$ cat config.mk
export PLATFORM = sky130hd
export DESIGN_NAME = calc_op_sequencer
export DESIGN_NICKNAME = d
export VERILOG_FILES = /design/src/rtl/calc_op_sequencer.sv
export SDC_FILE = /design/constraint.sdc
export NUM_CORES = 1
export LEC_CHECK = 0
export ABC_AREA = 1
export CAP_MARGIN = 5
export CORE_UTILIZATION = 50
export DETAILED_ROUTE_END_ITERATION = 12
export PLACE_DENSITY = 0.72
export SLEW_MARGIN = 20
export SYNTH_ARGS = -nofsm -noshare
export SYNTH_HDL_FRONTEND = slang
export SYNTH_SLANG_ARGS = --single-unit
$ cat constraint.sdc
create_clock -name CLOCK_50 -period 2.26 [get_ports CLOCK_50]
set_clock_uncertainty 0.2 [all_clocks]
set_input_delay 0.452 -clock CLOCK_50 [delete_from_list [all_inputs] [get_ports CLOCK_50]]
set_output_delay 0.452 -clock CLOCK_50 [all_outputs]
set_load 0.05 [all_outputs]
$ cat src/rtl/calc_op_sequencer.sv
// Front-end sequencer for the 4-bit signed calculator: debounces KEY presses and
// steps the external combinational ALU through latch A, latch B/op, settle, capture.
module calc_op_sequencer #(
    parameter int DEBOUNCE_CYCLES = 50000,
    parameter int SETTLE_CYCLES   = 2
) (
    input  logic       CLOCK_50,
    input  logic       reset,
    input  logic [1:0] KEY_n,
    input  logic [3:0] sw_val,
    input  logic [2:0] sw_op,
    input  logic [3:0] alu_r,
    input  logic       alu_ovf,
    output logic [3:0] alu_a,
    output logic [3:0] alu_b,
    output logic [2:0] alu_op,
    output logic [3:0] result_q,
    output logic       ovf_q,
    output logic       ovf_sticky,
    output logic       valid,
    output logic       busy,
    output logic [7:0] op_count,
    output logic [2:0] state
);

    localparam int DW = $clog2(DEBOUNCE_CYCLES + 1);
    localparam int SW = $clog2(SETTLE_CYCLES + 1);

    typedef enum logic [2:0] {
        IDLE  = 3'd0,
        GET_B = 3'd1,
        EXEC  = 3'd2,
        DONE  = 3'd3
    } state_t;

    logic [1:0]    key_meta;
    logic [1:0]    key_sync;
    logic [1:0]    key_level;
    logic [1:0]    key_pulse;
    logic [DW-1:0] db_cnt [2];

    // key_level is the accepted (debounced) level; 1 means released.
    // NOTE: sequential state uses non-blocking assignments so every flop samples pre-edge values.
    always_ff @(posedge CLOCK_50) begin
        if (reset) begin
            key_meta  <= '1;
            key_sync  <= '1;
            key_level <= '1;
            key_pulse <= '0;
            for (int i = 0; i < 2; i++) db_cnt[i] <= '0;
        end else begin
            key_meta  <= KEY_n;
            key_sync  <= key_meta;
            key_pulse <= '0;
            for (int i = 0; i < 2; i++) begin
                if (key_sync[i] == key_level[i]) begin
                    db_cnt[i] <= '0;
                end else if (db_cnt[i] == DW'(DEBOUNCE_CYCLES - 1)) begin
                    key_level[i] <= key_sync[i];
                    db_cnt[i]    <= '0;
                    key_pulse[i] <= ~key_sync[i];
                end else begin
                    db_cnt[i] <= db_cnt[i] + 1'b1;
                end
            end
        end
    end

    logic          enter_p;
    logic          chain_p;
    state_t        state_q;
    state_t        state_d;
    logic [SW-1:0] settle_cnt;
    logic          ld_a_sw;
    logic          ld_a_res;
    logic          ld_b;
    logic          capture;

    assign enter_p = key_pulse[0];
    assign chain_p = key_pulse[1];

    always_ff @(posedge CLOCK_50) begin
        if (reset) state_q <= IDLE;
        else       state_q <= state_d;
    end

    // NOTE: every signal written here gets a default first, so no latches are inferred.
    always_comb begin
        state_d  = state_q;
        ld_a_sw  = 1'b0;
        ld_a_res = 1'b0;
        ld_b     = 1'b0;
        capture  = 1'b0;
        case (state_q)
            IDLE: if (enter_p) begin
                ld_a_sw = 1'b1;
                state_d = GET_B;
            end
            GET_B: if (enter_p) begin
                ld_b    = 1'b1;
                state_d = EXEC;
            end
            EXEC: if (settle_cnt == SW'(1)) begin
                capture = 1'b1;
                state_d = DONE;
            end
            DONE: if (enter_p) begin
                ld_a_sw = 1'b1;
                state_d = GET_B;
            end else if (chain_p && !ovf_q) begin
                ld_a_res = 1'b1;
                state_d  = GET_B;
            end
            default: state_d = IDLE;
        endcase
    end

    // Operands only move on latch events; a chained A is result_q bit-exact.
    always_ff @(posedge CLOCK_50) begin
        if (reset) begin
            alu_a      <= '0;
            alu_b      <= '0;
            alu_op     <= '0;
            result_q   <= '0;
            ovf_q      <= 1'b0;
            ovf_sticky <= 1'b0;
            valid      <= 1'b0;
            op_count   <= '0;
            settle_cnt <= '0;
        end else begin
            if (ld_a_sw)       alu_a <= sw_val;
            else if (ld_a_res) alu_a <= result_q;

            if (ld_b) begin
                alu_b      <= sw_val;
                alu_op     <= sw_op;
                settle_cnt <= SW'(SETTLE_CYCLES);
            end else if (state_q == EXEC) begin
                settle_cnt <= settle_cnt - 1'b1;
            end

            if (capture) begin
                result_q   <= alu_r;
                ovf_q      <= alu_ovf;
                ovf_sticky <= ovf_sticky | alu_ovf;
                valid      <= 1'b1;
                if (op_count != 8'hFF) op_count <= op_count + 1'b1;
            end else if (ld_a_sw || ld_a_res) begin
                valid <= 1'b0;
            end
        end
    end

    assign busy  = (state_q == EXEC);
    assign state = state_q;

endmodule
==> metrics.md, run 1 <==
| Metric | Value |
|---|---|
| Syn Area/Cell | `7.67 µm²` |
| Yosys warning count | `0` |
| Grt total ovfl | `0` |
| Drt total wl | `7440 µm` |
| Worst Tran Pin Value | `0.528 ns` |
| Hold path start | `key_meta[1]` |
| Clock Tree Root | `clkbuf_8` |
| CP endpoint kind | `output pin` |
| Max-slew headroom | `0.647` |
| Row count | `30` |
| Count of pins over their slew limit | `0` |
| Vias in the first global route | `2998` |
| Die ar. | `0.00760 mm²` |
| Die Y | `87.2 µm` |
| Crit-path leading delay family | `buffers and inverters` |
| Critical Path RT | `1.61 ns` |
| Final cell count without fillers | `653` |
| Worst-case hold slack | `0.214 ns` |
| RSZ-0062 raised after global routing | `false` |
| Area growth syn-to-layout | `24.0%` |
| Synth top area share | `0.265` |
| Clk slew on worst S/H paths | `0.08 ns` |
| Initial antenna violation count | `0` |
| Num CTS Buffers | `9` |
| Port Buffers | `44` |
| Critical path launch point type | `register` |
| Final hold violation count | `0` |
| CP max stage delay | `0.83 ns` |
| Critical Path, Cell by Cell | `clkdlybuf4s50_1` |
| Floorplan core area | `0.00691 mm²` |
| DR vias | `3171` |
| Synth area leaders | `edfxtp_1 (26%), dfxtp_1 (21%), nand2_1 (11%), nor2_1 (9.3%), inv_1 (4.9%)` |
| Total clock sinks | `70` |
| Die width | `87.2 µm` |
| Total Nets Final | `576` |
| Setup TNS | `0 ns` |
| CP Class | `reg2out` |
| Cell taking the most area after synthesis | `edfxtp_1` |
| Synth unique cells | `32` |
| Gpl congestion | `0.843` |
| Fin crit share | `0.979` |
| P per Cell Area | `672 mW/mm²` |
| Final worst slack | `0.0468 ns` |
| Drt pass-1 iters | `6` |
| CP startpoint | `result_q[0]` |
| GRT Total Usage | `0.217` |
| Cells after Synth | `473` |
| Largest net degree at the start of global routing | `17` |
| Skew-Pair Late Insertion Delay | `0.36 ns` |
| Number of diodes | `0` |
| Initial Util | `0.525` |
| Reg2reg start | `db_cnt[0][0]` |
| Final setup vio count | `0` |
| Yosys reg bits | `70` |
| Final Util | `0.651` |
| Largest fanout on the critical path | `3` |
| First-pass GRT wire length | `12800 µm` |
| Total Power | `3.02 mW` |
| Htree depth | `3` |
| Avg Vias per Cell | `4.86` |
| # hold bufs at CTS | `0` |
| DRT iter0 DRCs | `115` |
| Final Instance Area | `0.00450 mm²` |
| WL/cell | `11.4 µm` |
| CTS max path bufs | `2` |
| Number of synthesized flops with an enable pin | `32` |
| Slowest cell on crit path | `clkdlybuf4s50_1` |
| Worst min path class | `reg2reg` |
| Max IR drop VDD | `0.446 mV` |
| Filler instances | `648` |
| CTS tree | `done` |
| Final antenna-violating net count | `0` |
| Number of remaining DRC errors | `0` |
| Ports | `46` |
| Critical Path AT | `1.56 ns` |
| Post-layout min period | `2.21 ns` |
| Post-synth ARST share | `0` |
| Syn Std Cell Area | `0.00363 mm²` |
| Sum of buffers and inverters on the critical path | `1` |
| Setup Buffers After CTS | `0` |
| Leakage power | `1.94 nW` |
| Post-Place Cells | `637` |
| Fmax | `0.452 GHz` |
| Synth Flop Type | `dfxtp_1` |
| Number of max-cap violations | `0` |
| Hpwl dp | `5370 µm` |
| Seq/Total Area, Yosys | `0.474` |
| DP Area | `0.00426 mm²` |
| DP Worst Slack | `0.208 ns` |
| Outcome | `finished clean` |
| Layout cells sized above 1 | `0.0790` |
[sequential cells by signal, summed over array words and instances (netlist names)]
| signal | cells |
|---|---|
| db_cnt | 32 |
| state | 2 |
| valid | 1 |
| key_sync | 2 |
| result_q | 4 |
| key_pulse | 2 |
| settle_cnt | 2 |
| op_count | 8 |
| alu_op | 3 |
| key_meta | 2 |
| alu_b | 4 |
| key_level | 2 |
| ovf_sticky | 1 |
| alu_a | 4 |
| ovf_q | 1 |
[layout make-up]
| cell class | count | area, µm² | area share |
|---|---|---|---|
| Sequential cell | 70 | 1720 | 0.383 |
| Clock inverter | 7 | 97.6 | 0.0217 |
| Timing Repair Buffer | 46 | 468 | 0.104 |
| Tap cell | 96 | 120 | 0.0267 |
| Multi-Input combinational cell | 371 | 1760 | 0.392 |
| Inverter | 54 | 203 | 0.0451 |
| Clock buffer | 9 | 124 | 0.0275 |
[cell usage after synthesis, types with 2 or more instances]
cell and count:
nor2_2 5, inv_1 47, xor2_1 8, or2_2 6
o21ai_0 24, buf_4 2, nand2_1 102, nor3_1 2
or2_1 3, nor2_1 90, nand3_1 24, edfxtp_1 32
ha_1 8, buf_6 2, clkbuf_1 3, dfxtp_1 38
inv_2 5, nand2_2 2, nand4_1 17, and2_1 2
clkinv_1 2, conb_1 2, a21oi_1 31, nand3_2 3
buf_2 2, xnor2_1 5
[logic make-up (layout without fill, tap and decap cells)]
| logic type | after synthesis | count (layout) | share of synthesized area |
|---|---|---|---|
| AND/OR/NAND/NOR | 258 | 258 | 0.308 |
| flip-flops | 70 | 70 | 0.474 |
| buffers and inverters | 63 | 116 | 0.0721 |
| AO/OA/AOI/OAI | 59 | 59 | 0.0841 |
| XOR/XNOR | 13 | 13 | 0.0314 |
| adder cells (fa/ha/maj) | 8 | 8 | 0.0276 |
| other | 2 | 33 | 0.00207 |
[final timing paths]
kind / slack (ns) / cells after the start / to
hold reg to reg: 0.21 / 1 / key_sync[1]
hold / removal: 0.21 / 1 / key_sync[1]
setup reg to reg: 0.37 / 6 / db_cnt[0][7]
setup / recovery: 0.05 / 1 / result_q[0]
[metal layers]
metal,vias to the layer above,track usage,routed length [µm]
met3,13,0.0720,500
li1,1655,-,-
met5,-,0,0
met2,83,0.350,3330
met4,0,0.104,146
met1,1420,0.260,3460
[placed cells by master (no fill, tap or decap), types with 3 or more instances in the layout]
master,n
dfxtp_1,38
nor2_1,90
nand2_1,102
clkdlybuf4s50_1,31
edfxtp_1,32
nand3_2,3
dlymetal6s2s_1,8
dlygate4sd2_1,4
inv_2,5
a21oi_1,31
o21ai_0,24
conb_1,33
xor2_1,8
buf_4,3
inv_1,47
or2_1,3
nor2_2,5
clkinv_4,3
nand4_1,17
ha_1,7
clkbuf_8,9
xnor2_1,5
nand3_1,24
or2_2,6
[power by group]
group | internal (mW) | switching, mW | total, mW
Sequential | 1.38 | 0.0623 | 1.45
Combinational | 0.163 | 0.292 | 0.454
Clock | 0.625 | 0.496 | 1.12
Total | 2.17 | 0.850 | 3.02
[what timing repair did]
| action | CTS | global route |
|---|---|---|
| cloned | 0 | 0 |
| gates resized for setup | 4 | 8 |
| endpoints found under the setup margin | 4 | 8 |
Power figures use the tool's default switching activity.
==> run 2, diff against run 1 <==
--- a/config.mk
+++ b/config.mk
@@ -8,6 +8,8 @@
 export ABC_AREA = 1
 export CAP_MARGIN = 5
 export CORE_UTILIZATION = 50
+export CTS_BUF_LIST = sky130_fd_sc_hd__clkbuf_8
+export CTS_CLUSTER_DIAMETER = 60
 export DETAILED_ROUTE_END_ITERATION = 12
 export PLACE_DENSITY = 0.72
 export SLEW_MARGIN = 20
==> results of run 2 <==
Same layout as run 1: the final DEF is identical, and so are final timing and power.
